==> src/rtl/mem_pkg.sv <==
// Shared encodings for the data RAM path: access sizes, sequencer states, byte counts.
// Latency: n/a (declarations only).
// Backpressure: n/a.
package mem_pkg;

  localparam logic [1:0] SZ_BYTE = 2'b00;
  localparam logic [1:0] SZ_HALF = 2'b01;
  localparam logic [1:0] SZ_WORD = 2'b10;
  localparam logic [1:0] SZ_RSVD = 2'b11;

  typedef enum logic [1:0] {
    ST_IDLE    = 2'd0,
    ST_ISSUE   = 2'd1,
    ST_CAPTURE = 2'd2,
    ST_RESP    = 2'd3
  } state_e;

  // Request fields that are needed after acceptance to steer the response.
  typedef struct packed {
    logic       write;
    logic [1:0] size;
    logic       sgn;
  } req_ctl_t;

  // Number of bytes touched by an access; the reserved code is treated as a word
  // so the range check stays well defined (it faults on size alone anyway).
  function automatic logic [2:0] size_bytes(input logic [1:0] size);
    case (size)
      SZ_BYTE: size_bytes = 3'd1;
      SZ_HALF: size_bytes = 3'd2;
      default: size_bytes = 3'd4;
    endcase
  endfunction

endpackage

==> src/rtl/mem_load_extend.sv <==
// Sign/zero extension of right-justified RAM load data to 32 bits.
// Latency: combinational.
// Backpressure: none.
module mem_load_extend
  import mem_pkg::*;
(
  input  logic [1:0]  size_i,
  input  logic        signed_i,
  input  logic [31:0] raw_i,
  output logic [31:0] data_o
);

  // Pick the fill bit from the top of the accessed field; words pass through.
  always_comb begin
    data_o = raw_i;
    case (size_i)
      SZ_BYTE: data_o = {{24{signed_i & raw_i[7]}}, raw_i[7:0]};
      SZ_HALF: data_o = {{16{signed_i & raw_i[15]}}, raw_i[15:0]};
      default: data_o = raw_i;
    endcase
  end

endmodule

==> src/rtl/mem_access_unit.sv <==
// Load/store sequencer: MEM-stage request -> checked, latched RAM access -> registered response.
// Latency: legal request 3 cycles accept-to-resp_valid, faulted request 1 cycle.
// Backpressure: req_ready only in IDLE; resp_ready low holds the response stable indefinitely.
module mem_access_unit
  import mem_pkg::*;
#(
  parameter int unsigned RAM_BYTES = 256
) (
  input  logic        clk,
  input  logic        reset_n,
  input  logic        req_valid,
  output logic        req_ready,
  input  logic        req_write,
  input  logic [1:0]  req_size,
  input  logic        req_signed,
  input  logic [31:0] req_addr,
  input  logic [31:0] req_wdata,
  output logic        ram_rw,
  output logic [31:0] ram_addr,
  output logic [31:0] ram_din,
  output logic [1:0]  ram_size,
  input  logic [31:0] ram_dout,
  output logic        resp_valid,
  input  logic        resp_ready,
  output logic [31:0] resp_rdata,
  output logic        resp_fault,
  output logic [7:0]  fault_count
);

  state_e      state_q;
  req_ctl_t    req_q;
  logic        req_ready_q;
  logic        ram_rw_q;
  logic [31:0] ram_addr_q;
  logic [31:0] ram_din_q;
  logic [1:0]  ram_size_q;
  logic        resp_valid_q;
  logic [31:0] resp_rdata_q;
  logic        resp_fault_q;
  logic [7:0]  fault_count_q;

  logic [2:0]  req_bytes;
  logic [32:0] last_byte;
  logic        req_fault_d;
  logic [7:0]  fault_count_d;
  logic [31:0] ext_data;

  // Classify the incoming request; the last-byte sum is 33 bits wide so an
  // address near 2^32 cannot wrap back into range.
  always_comb begin
    req_bytes     = size_bytes(req_size);
    last_byte     = {1'b0, req_addr} + {30'd0, req_bytes} - 33'd1;
    req_fault_d   = (req_size == SZ_RSVD)
                 || ((req_size == SZ_HALF) && req_addr[0])
                 || ((req_size == SZ_WORD) && (req_addr[1:0] != 2'b00))
                 || (last_byte > 33'(RAM_BYTES - 1));
    fault_count_d = (fault_count_q == 8'hFF) ? fault_count_q : fault_count_q + 8'd1;
  end

  // Extension uses the latched size/sign so the RAM output is the only live input.
  mem_load_extend u_extend (
    .size_i   (req_q.size),
    .signed_i (req_q.sgn),
    .raw_i    (ram_dout),
    .data_o   (ext_data)
  );

  // Sequencer FSM with all outputs registered; RAM pins only ever see latched values.
  always_ff @(posedge clk) begin
    if (!reset_n) begin
      state_q       <= ST_IDLE;
      req_q         <= '0;
      req_ready_q   <= 1'b1;
      ram_rw_q      <= 1'b0;
      ram_addr_q    <= '0;
      ram_din_q     <= '0;
      ram_size_q    <= SZ_WORD;
      resp_valid_q  <= 1'b0;
      resp_rdata_q  <= '0;
      resp_fault_q  <= 1'b0;
      fault_count_q <= '0;
    end else begin
      case (state_q)
        ST_IDLE: begin
          if (req_valid) begin
            req_q       <= '{write: req_write, size: req_size, sgn: req_signed};
            req_ready_q <= 1'b0;
            if (req_fault_d) begin
              // Faults skip the RAM entirely and answer on the next cycle.
              state_q       <= ST_RESP;
              resp_valid_q  <= 1'b1;
              resp_rdata_q  <= '0;
              resp_fault_q  <= 1'b1;
              fault_count_q <= fault_count_d;
            end else begin
              state_q    <= ST_ISSUE;
              ram_rw_q   <= req_write;
              ram_addr_q <= req_addr;
              ram_din_q  <= req_wdata;
              ram_size_q <= req_size;
            end
          end
        end
        ST_ISSUE: begin
          // The write strobe lasts exactly this one cycle.
          state_q  <= ST_CAPTURE;
          ram_rw_q <= 1'b0;
        end
        ST_CAPTURE: begin
          state_q      <= ST_RESP;
          resp_valid_q <= 1'b1;
          resp_rdata_q <= req_q.write ? 32'd0 : ext_data;
          resp_fault_q <= 1'b0;
        end
        ST_RESP: begin
          // One idle cycle always separates a response handshake from the next accept.
          if (resp_ready) begin
            state_q      <= ST_IDLE;
            resp_valid_q <= 1'b0;
            req_ready_q  <= 1'b1;
          end
        end
        default: begin
          state_q     <= ST_IDLE;
          req_ready_q <= 1'b1;
        end
      endcase
    end
  end

  assign req_ready   = req_ready_q;
  assign ram_rw      = ram_rw_q;
  assign ram_addr    = ram_addr_q;
  assign ram_din     = ram_din_q;
  assign ram_size    = ram_size_q;
  assign resp_valid  = resp_valid_q;
  assign resp_rdata  = resp_rdata_q;
  assign resp_fault  = resp_fault_q;
  assign fault_count = fault_count_q;

endmodule

==> config.mk <==
export PLATFORM = sky130hd
export DESIGN_NAME = mem_access_unit
export DESIGN_NICKNAME = d
export VERILOG_FILES = /design/src/rtl/mem_pkg.sv /design/src/rtl/mem_load_extend.sv /design/src/rtl/mem_access_unit.sv
export SDC_FILE = /design/constraint.sdc
export NUM_CORES = 1
export LEC_CHECK = 0
export CAP_MARGIN = 15
export CORE_MARGIN = 2
export CORE_UTILIZATION = 30
export DETAILED_ROUTE_END_ITERATION = 8
export GPL_ROUTABILITY_DRIVEN = 0
export SLEW_MARGIN = 20
export SYNTH_ARGS = -nofsm -noshare
export SYNTH_HDL_FRONTEND = slang
export SYNTH_SLANG_ARGS = --single-unit
==> constraint.sdc <==
create_clock -name clk -period 4.15 [get_ports clk]
set_input_delay 0.83 -clock clk [delete_from_list [all_inputs] [get_ports clk]]
set_output_delay 0.83 -clock clk [all_outputs]
set_load 0.005 [all_outputs]
Word-level counts from Yosys, hierarchy flattened
Cells that the tools add are included.
Widths: inputs -> output; s select.
{ "word_totals": {"input_bits": 104, "wordCells": 75, "register_bits": 116, "output_inout_bits": 110} }
{ "classes": {"n_lt_le_gt_ge": 1, "n_reduce_logical": 21, "addsub": 3, "bitwise": 4, "muxes": 21, "n_eq_ne": 12} }
{ "op_table": {"columns": ["cell", "count"], "rows": [
  ["$pmux 32 s2", 2],
  ["$mux 32", 3],
  ["$add 32x3->33", 1],
  ["$gt 33x8->1 const B", 1],
  ["$sub 33x1->33 const B", 1],
  ["$reduce_and 3->1", 4],
  ["$add 8x1->8 const B", 1],
  ["$eq 2x2->1 const B", 4],
  ["$eq 8x8->1 const B", 1],
  ["$ne 2x2->1 const B", 4],
  ["$pmux 2 s4", 1],
  ["$reduce_and 4->1", 2],
  ["$reduce_bool 2->1", 4],
  ["$mux 1", 7],
  ["$eq 2x1->1 const B", 3],
  ["$logic_not 2->1", 3],
  ["$mux 2", 3],
  ["$pmux 1 s2", 3],
  ["$pmux 3 s2", 1],
  ["$reduce_and 2->1", 2],
  ["$logic_or 1x1->1", 3],
  ["$pmux 1 s3", 1],
  ["$reduce_bool 3->1", 1],
  ["$and 1x1->1", 2],
  ["other kinds (2)", 4]
]} }

Longest topological paths before layout
Gate-level depths: netlist of the first run.
{ "logic_depth": {"ltp_word": 9, "depth_mapped": 18, "depth_no_buf": 16} }

By module
From an unflattened synthesis of the first run, not the netlist that was laid out.
{ "unflattened": {"hier_cells": 1075, "hier_area_um2": 8001.4} }
{ "modules_own_cells": {"columns": ["module", "area_per_inst_um2", "cells_per_inst", "seq_area_each_um2", "instances"], "rows": [
  ["mem_access_unit", 7616.1, 1009, 2322.2, 1],
  ["mem_load_extend", 385.4, 66, 0.0, 1]
]} }

Worst setup path before layout of the first run
No wires, ideal clock.
{ "synth_path": {"path_type": "input port to flip-flop", "start": "input port req_size[1]", "end": "register ram_addr_q[0], in the netlist ram_addr[0]", "arrival_ps": 4171, "path_slack_ps": -93, "cell_stages": 18, "n_path_buf": 2, "setup_ps": 72, "cell_sequence": "inv_1 -> nand2_1 -> ha_1 -> inv_1 -> ha_1 -> fa_1 -> a211oi_1 -> o211ai_2 -> a21oi_4 -> o21bai_2 -> xor2_1 -> a311o_1 -> nor4_4 -> nand4_2 -> nor2_4 -> buf_8 -> buf_12 -> mux2i_1"} }
{ "synth_between": {"elab_chain_len": 8, "elab_cells_between_ends": 15, "cone_classes": "2 x add/sub; 1 x order compare; 3 x eq/ne; 1 x mux; 1 x bitwise; 7 x reduce/logical"} }
{ "synth_lines": {"columns": ["element", "line", "text"], "rows": [
  ["start: declaration", "mem_access_unit.sv:14", "input logic [1:0] req_size,"],
  ["$eq 2x1->1 or $logic_not 2->1 (tied branches)", "mem_pkg.sv:28, mem_access_unit.sv:54", null],
  ["$pmux 3 s2", "mem_pkg.sv:28", "case (size)"],
  ["$add 32x3->33", "mem_access_unit.sv:52", "last_byte = {1'b0, req_addr} + {30'd0, req_bytes} - 33'd1;"],
  ["$sub 33x1->33", "mem_access_unit.sv:52", null],
  ["$gt 33x8->1", "mem_access_unit.sv:56", "|| (last_byte > 33'(RAM_BYTES - 1));"],
  ["$logic_or 1x1->1 (*)", "mem_access_unit.sv:56", null],
  ["$not 1->1 (no source line) (*)", null, null],
  ["$reduce_and 3->1 (no source line) (*)", null, null],
  ["end signal: assignment", "mem_access_unit.sv:98", "ram_addr_q <= req_addr;"],
  ["end: declaration", "mem_access_unit.sv:34", "logic [31:0] ram_addr_q;"]
]} }
Mark *: on every way between the ends. The rest lies on a longest branch, timed or not.
A chain may end at the register's enable or synchronous reset.

Worst setup path after layout of the first run
{ "layout_path": {"start": "input port req_size[1]", "end": "register ram_din_q[14], in the netlist ram_din[14]"} }
{ "layout_between": {"elab_chain_len": 8, "elab_cells_between_ends": 15, "cone_classes": "2 x add/sub; 1 x order compare; 3 x eq/ne; 1 x mux; 1 x bitwise; 7 x reduce/logical"} }
{ "layout_lines": {"columns": ["element", "line", "text"], "rows": [
  ["$eq 2x1->1 or $logic_not 2->1 (tied branches)", "mem_pkg.sv:28, mem_access_unit.sv:54", null],
  ["$pmux 3 s2", "mem_pkg.sv:28", null],
  ["$add 32x3->33", "mem_access_unit.sv:52", null],
  ["$sub 33x1->33", "mem_access_unit.sv:52", null],
  ["$gt 33x8->1", "mem_access_unit.sv:56", null],
  ["$logic_or 1x1->1 (*)", "mem_access_unit.sv:56", null],
  ["$not 1->1 (no source line) (*)", null, null],
  ["$reduce_and 3->1 (no source line) (*)", null, null],
  ["end signal: assignment", "mem_access_unit.sv:99", "ram_din_q <= req_wdata;"],
  ["end: declaration", "mem_access_unit.sv:35", "logic [31:0] ram_din_q;"]
]} }
Marked as above.

==> results.md, run 1 <==
- Xor/xnor share of the synthesized area: 0.009712
- Clk buf depth: 2
- DRT iter0 DRCs: 371
- Mapped Area: 7214 um^2
- Least-Margin Pin Slew: 0.9883 ns
- Critical path data required time: 4.50 ns
- Cell Rows: 56
- Startpoint types: primary input
- Peak supply drop: 0.0001904 V
- Final hold vios: 0
- Detail Route Antenna Nets: 0
- Number of flops mapped to enable cells by yosys: 0
- Status: complete, no violations
- CP peak stage delay: between 0.3 and 0.4 ns
- N_diodes: 0
- Cell mode on critical path: buf_12
- Initial antenna violation count: 0
- NumNets Final: between 1000 and 1500
- Clock root buffer: clkbuf_16
- Port bufs: 213
- Most area-consuming cells after synthesis: dfxtp_1, mux2i_1, nand2_1, ha_1, a21oi_1
- Critical Path Sink: ram_din[14]$_SDFFE_PN0P_
- Area grow syn2layout: 58.64%
- Hold WC Path Type: flop to flop
- Top FF cell, synth: dfxtp_1
- Pre-antenna DRT Iters: 4
- Mux share of post-synthesis cell area: 0.1528
- Vias/cell: between 4 and 5
- First-pass GRT wire length: roughly 37 mm
- Global Route Usage Sum: 0.1772
- Final setup vio count: 0
- Final std cells w/o fill: 1538
- Wirelength per Cell: about 15 um
- WHS Path Cells: 2
- Combinational family with the most area after synthesis: simple AND/OR/NAND/NOR gates
- CP Depth: 20
- Starting density of the core: 0.3064
- Final setup skew: between 0.01 and 0.015 ns
- Unrepaired setup endpoints after global routing: true
- Compound-gate portion of the synthesized area: 0.1561
- Pins over their slew limit: 0
- Crit path max-delay family: compound AO/OA/AOI/OAI gates
- Area after DPL: 10390 um^2
- Critical Path Fanout Max: 11
- Register area share after synthesis: 0.3219
- Critical path launch point: req_size[1]
- Fin area: 11440 um^2
- Crit. End Element: flop
- R2R Setup Slk: 2.04 ns
- Critical R2R Capture: resp_rdata[8]$_SDFFE_PN0P_
- Power per Cell Area: 354.7 nW/um^2
- Die W: approximately 160 um
- Total gr overflow: 0
- Adder-cell share of the synthesized area: 0.07215
- Crit share post-route: 0.9921
- Core area: 23540 um^2
- Hold slack: 0.4569 ns
- DRC: 0
- Die Y: 159.1 um
- CP Buf/Inv Count: 6
- FF+latch count, synth: 116
- WS Path Type: primary input to flop
- Yosys warning total: 0
- Sequential power share: 0.299
- Worst R2R Start: state_q[0]$_SDFFE_PN0P_
- Avg Inst Size Synth: 7.998 um^2
- Slew margin rel.: 0.3387
- Worst-Skew Late Latency: 0.42 ns
- Sink Count: ~120
- Mapped Cells: 902
- Vias in the first global route: between 7000 and 8000
- Share of cells above drive strength 1: 0.1657
- Final WL: 22.92 mm
- Largest net degree at the start of global routing: between 150 and 200
- Max-cap violations: 0
- Fmax: about 240 MHz
- Sw frac: 0.3112
- Leading area contributor after synthesis: dfxtp_1
- Syn nets: 1047
- CTS H-tree depth: 4
- Synth top area share: 0.3219
- LEAKAGE: 4.648 nW
- Die ar.: 25300 um^2
- Async SR Flop Fraction: 0
- Clock power share: 0.385
- Critical path's slowest cell: fa_2
- # IOs: 214
- Clock transition at path regs: 0.06 ns
- Critical path, cell by cell: buf_8, inv_4, nand2_2, ha_1, inv_1, ha_2, fa_2, a211oi_4, o211ai_2, a21oi_4, o21bai_4, xor2_1, a311o_1, nor4_4, buf_4, nand4_4, nor2_4, buf_12, buf_12, mux2i_1
- Final TNS setup: 0 ns
- TritonCTS buffer count: 17
- Synth Area in Simple Gates: 0.2185
- Unique masters post-synth: between 60 and 70
- Hold buffer count at CTS: 0
- Logic pwr share: 0.316
- Register-to-Register Path Depth: 9
- Placed Instances: 1489
- Switch Pwr: 1.263 mW
- CTS tree: built
- HPWL after DPL: 16.63 mm
- Pint: 2.796 mW
- Routed vias: approximately 7300
- Min Tclk post-route: 4.117 ns
- Crit path DAT: 4.47 ns
per-layer routing:
metal  track usage  vias up  share of wire
met5             0        -              0
met4       0.06281        0          0.023
met3       0.04011       33          0.044
met2        0.2854      184           0.46
met1        0.2331     3350           0.47
li1              -     3752              -
cells in the mapped netlist, types with 4 or more instances:
cell and n:
nand2_1 226, nand3b_1 4, nand3_1 10, o22ai_1 5, and2_1 6, a31oi_1 6
a311oi_1 4, nand4_1 18, a21o_1 6, nor2_1 31, a21boi_0 6, o2111ai_1 5
clkbuf_1 34, nand2b_1 8, ha_1 40, xnor2_1 5, o21ai_1 9, buf_2 10
dfxtp_1 116, o21a_1 14, and3_1 7, o21ai_0 37, buf_4 6, o211ai_1 8
a21oi_1 41, nor3_1 16, mux2i_1 109, inv_1 53
cell families (layout without fill, tap and decap cells):
group,count (synthesis),count (layout)
AOI/OAI and AO/OA,170,170
xor gates and xnor gates,8,8
adders and majority gates,41,41
buffers and inverters,107,424
DFF,116,116
muxes,110,110
and+or+nand+nor,350,350
registers in the layout (all words and copies together), names as in the netlist:
name / count
fault_count: 8
ram_addr: 32
ram_din: 32
ram_rw: 1
ram_size: 2
req_q: 4
req_ready: 1
resp_fault: 1
resp_rdata: 32
resp_valid: 1
state_q: 2
timing repair:
item / in CTS / in global routing
pin swaps: 14 / 16
setup buffers: 3 / 10
setup endpoints to repair: 110 / 110
resized for setup: 28 / 36
cloned: 2 / 4
per-stage QoR:
stage | utilization | total power, mW | setup slack [ns]
floorplan | - | 1.878 | 0.03670
global placement | 0.4413 | 2.352 | -0.9211
detailed placement | 0.4413 | 2.360 | -0.9237
CTS | 0.4739 | 4.069 | 0.02746
global route | 0.4861 | 4.274 | -0.1571
finish | 0.4861 | 4.059 | 0.03258
worst reg2reg max path, stage by stage (launching register included):
cell and delay, ns:
dfxtp_1 0.34, inv_1 0.11, ha_1 0.34, nor2_1 0.19
a211oi_1 0.27, nand4_1 0.18, o21ai_4 0.14, buf_12 0.16
buf_12 0.13, mux2i_1 0.19
cell usage in the layout (no fill, tap or decap), types with 6 or more instances in the layout:
cell type	instances
ha_1	37
nor3_1	15
and3_1	6
nand2_1	225
a21boi_0	6
a31oi_1	6
inv_1	52
a21o_1	6
o211ai_1	8
buf_12	11
nand2b_1	8
buf_4	100
clkdlybuf4s50_1	206
nand4_1	18
a21oi_1	39
nor2_1	31
clkbuf_16	21
dfxtp_1	116
o21a_1	14
and2_1	6
mux2i_1	108
o21ai_0	37
nand3_1	10
o21ai_1	8
buf_6	11
worst min-delay path by stage:
| stage | startpoint | to | slack, ns |
|---|---|---|---|
| after floorplan | ram_addr[0]$_SDFFE_PN0P_ | ram_addr[0]$_SDFFE_PN0P_ | 0.45 |
| after global placement | ram_din[24]$_SDFFE_PN0P_ | ram_din[24]$_SDFFE_PN0P_ | 0.44 |
| after detailed placement | ram_addr[2]$_SDFFE_PN0P_ | ram_addr[2]$_SDFFE_PN0P_ | 0.45 |
| after CTS | ram_din[8]$_SDFFE_PN0P_ | ram_din[8]$_SDFFE_PN0P_ | 0.46 |
| after global routing | ram_addr[11]$_SDFFE_PN0P_ | ram_addr[11]$_SDFFE_PN0P_ | 0.47 |
| final | resp_rdata[9]$_SDFFE_PN0P_ | resp_rdata[9]$_SDFFE_PN0P_ | 0.46 |
power by group through the flow:
stage / sequential [mW] / combinational [mW] / clock [mW]
floorplan: 1.23 / 0.652 / 0
global placement: 1.24 / 1.11 / 0
detailed placement: 1.24 / 1.12 / 0
CTS: 1.22 / 1.25 / 1.60
global route: 1.22 / 1.41 / 1.64
finish: 1.22 / 1.28 / 1.56
area by class of cell:
| class | instances | area, um^2 |
|---|---|---|
| timing repair buffer | 339 | 3324 |
| fill | 2288 | 12100 |
| multi-input combinational | 679 | 4582 |
| tap | 319 | 399.1 |
| inverter | 53 | 201.4 |
| sequential | 116 | 2322 |
| clock inverter | 14 | 176.4 |
| clock buffer | 18 | 439.2 |
Power figures use the tool's default switching activity.
==> run 2: changes to the inputs <==
--- a/config.mk
+++ b/config.mk
@@ -10,6 +10,8 @@
 export CORE_UTILIZATION = 30
 export DETAILED_ROUTE_END_ITERATION = 8
 export GPL_ROUTABILITY_DRIVEN = 0
+export HOLD_SLACK_MARGIN = 0.03
+export SKIP_LAST_GASP = 1
 export SLEW_MARGIN = 20
 export SYNTH_ARGS = -nofsm -noshare
 export SYNTH_HDL_FRONTEND = slang
==> results.md, run 2 (synthesis gave the netlist of run 1 again) <==
- Hold buffer count at CTS: 0 (unchanged)
- Clock root buffer: clkbuf_16
- Min Tclk post-route: 4.119 ns (+0.001406 ns)
- Slew margin rel.: 0.3273 (-0.01142)
- Least-Margin Pin Slew: 1.005 ns (+0.01706 ns)
- Crit path max-delay family: compound AO/OA/AOI/OAI gates
- Hold WC Path Type: flop to flop
- LEAKAGE: 4.645 nW (about the same)
- TritonCTS buffer count: 17 (unchanged)
- Cell Rows: 56 (unchanged)
- Most common cell after layout, fill and taps aside: nand2_1
- Max-cap violations: 0 (unchanged)
- First-pass GRT wire length: 36.59 mm (unchanged)
- Peak supply drop: 0.0001890 V (-0.74%)
- Critical Path Fanout Max: 11 (unchanged)
- NumNets Final: 1351 (unchanged)
- Pre-antenna DRT Iters: 5 (+1)
- Wirelength per Cell: 14.88 um (-0.15%)
- Die Y: 159.1 um (unchanged)
- Die W: 159.1 um (unchanged)
- Largest net degree at the start of global routing: 197 (unchanged)
- Final WL: 22.89 mm (-0.15%)
- Clock transition at path regs: 0.06 ns (about the same)
- CTS H-tree depth: 4 (unchanged)
- Sink Count: 116 (unchanged)
- Final TNS setup: 0 ns (unchanged)
- Status: complete, no violations
- CP peak stage delay: 0.37 ns (about the same)
- Unrepaired setup endpoints after global routing: true
- Startpoint types: primary input
- Fin area: 11420 um^2 (-0.17%)
- Die ar.: 25300 um^2 (unchanged)
- CP Depth: 20 (unchanged)
- Critical path data required time: 4.50 ns (about the same)
- Pins over their slew limit: 0 (unchanged)
- Area after DPL: 10390 um^2 (unchanged)
- Critical path's slowest cell: fa_2
- Total gr overflow: 0 (unchanged)
- CP Buf/Inv Count: 6 (unchanged)
- Most frequent cells in the layout: nand2_1, clkdlybuf4s50_1, dfxtp_1
- Share of cells above drive strength 1: 0.1641 (-0.001641)
- Final hold vios: 0 (unchanged)
- Power per Cell Area: 354.6 nW/um^2 (about the same)
- WS Path Type: primary input to flop
- Crit. End Element: flop
- Area grow syn2layout: 58.36%
- WHS Path Cells: 2 (unchanged)
- Final setup skew: 0.01169 ns (+0.0008208 ns)
- Register-to-Register Path Depth: 9 (unchanged)
- HPWL after DPL: 16.63 mm (unchanged)
- Detail Route Antenna Nets: 0 (unchanged)
- Starting density of the core: 0.3064 (unchanged)
- N_diodes: 0 (unchanged)
- Cell mode on critical path: buf_12
- Share of the core filled with cells: 0.4853 (-0.0008510)
- Routed vias: 7285 (-0.46%)
- Worst-Skew Late Latency: 0.42 ns (about the same)
- DRC: 0 (unchanged)
- # IOs: 214 (unchanged)
- Crit path DAT: 4.47 ns (about the same)
- CTS tree: built
- Global Route Usage Sum: 0.1772 (unchanged)
- Port bufs: 213 (unchanged)
- Core area: 23540 um^2 (unchanged)
- Crit share post-route: 0.9925 (about the same)
- Vias/cell: 4.737 (-0.46%)
- Clk buf depth: 2 (unchanged)
- Fmax: 242.8 MHz (about the same)
- Vias in the first global route: 7025 (unchanged)
- Initial antenna violation count: 0 (unchanged)
- Critical path, cell by cell: buf_8, inv_4, nand2_2, ha_1, inv_1, ha_2, fa_2, a211oi_4, o211ai_2, a21oi_4, o21bai_4, xor2_1, a311o_1, nor4_4, buf_4, nand4_4, nor2_4, buf_12, buf_12, mux2i_1
- DRT iter0 DRCs: 440 (+19%)
- Final setup vio count: 0 (unchanged)
==> run 2: cell count changes in the layout (fill, tap and decap cells not counted) <==
cell / change
a21oi_1: +1
and3_4: -1
and3_1: +1
buf_4: +3
a21oi_2: -1
buf_6: -3
==> run 2: through the flow <==
step	std cells	hold WS (ns)	worst slack, ns	power [mW]
after floorplan	902	0.4511	0.03670	1.878
after global placement	1489	0.4407	-0.9211	2.352
after detailed placement	1489	0.4468	-0.9237	2.360
after CTS	1526	0.4597	0.02746	4.069
after global routing	1538	0.4741	-0.1579	4.271
final	1538	0.4570	0.03117	4.051
==> run 2: cell type report <==
cell class	count	area, um^2
clock buffer	18	439.2
clock inverter	14	176.4
fill	2293	12120
inverter	53	201.4
multi-input combinational	679	4573
sequential	116	2322
tap	319	399.1
timing repair buffer	339	3313
==> run 2: what timing repair did <==
item / in CTS / in global routing
endpoints found under the setup margin: 110 / 110
cloned: 2 / 4
buffers inserted: 3 / 10
pin swaps: 14 / 16
resized for setup: 28 / 31
==> run 2: path summary, 6_finish.rpt <==
kind	start	to	slack, ns
worst max register to register	state_q[0]$_SDFFE_PN0P_	resp_rdata[8]$_SDFFE_PN0P_	2.04
worst min register to register	ram_addr[30]$_SDFFE_PN0P_	ram_addr[30]$_SDFFE_PN0P_	0.46
worst min-delay path	ram_addr[30]$_SDFFE_PN0P_	ram_addr[30]$_SDFFE_PN0P_	0.46
worst max-delay path	req_size[1]	ram_din[14]$_SDFFE_PN0P_	0.03
==> run 2: layer usage <==
metal	vias to the layer above	global-route usage	wire length (um)
li1	3749	-	-
met1	3332	0.2331	10830
met2	174	0.2854	10570
met3	30	0.04011	983
met4	0	0.06281	507
met5	-	0	0
==> run 2: where the power goes <==
group,internal (mW),switching [mW],total [mW]
combinational,0.660,0.618,1.28
clock,0.967,0.590,1.56
sequential,1.17,0.0490,1.22
total,2.79,1.26,4.05
==> run 2: tightest hold or removal path: stages (launching register included) <==
cell	delay [ns]
dfxtp_1	0.31
nand2_1	0.05
mux2i_1	0.05
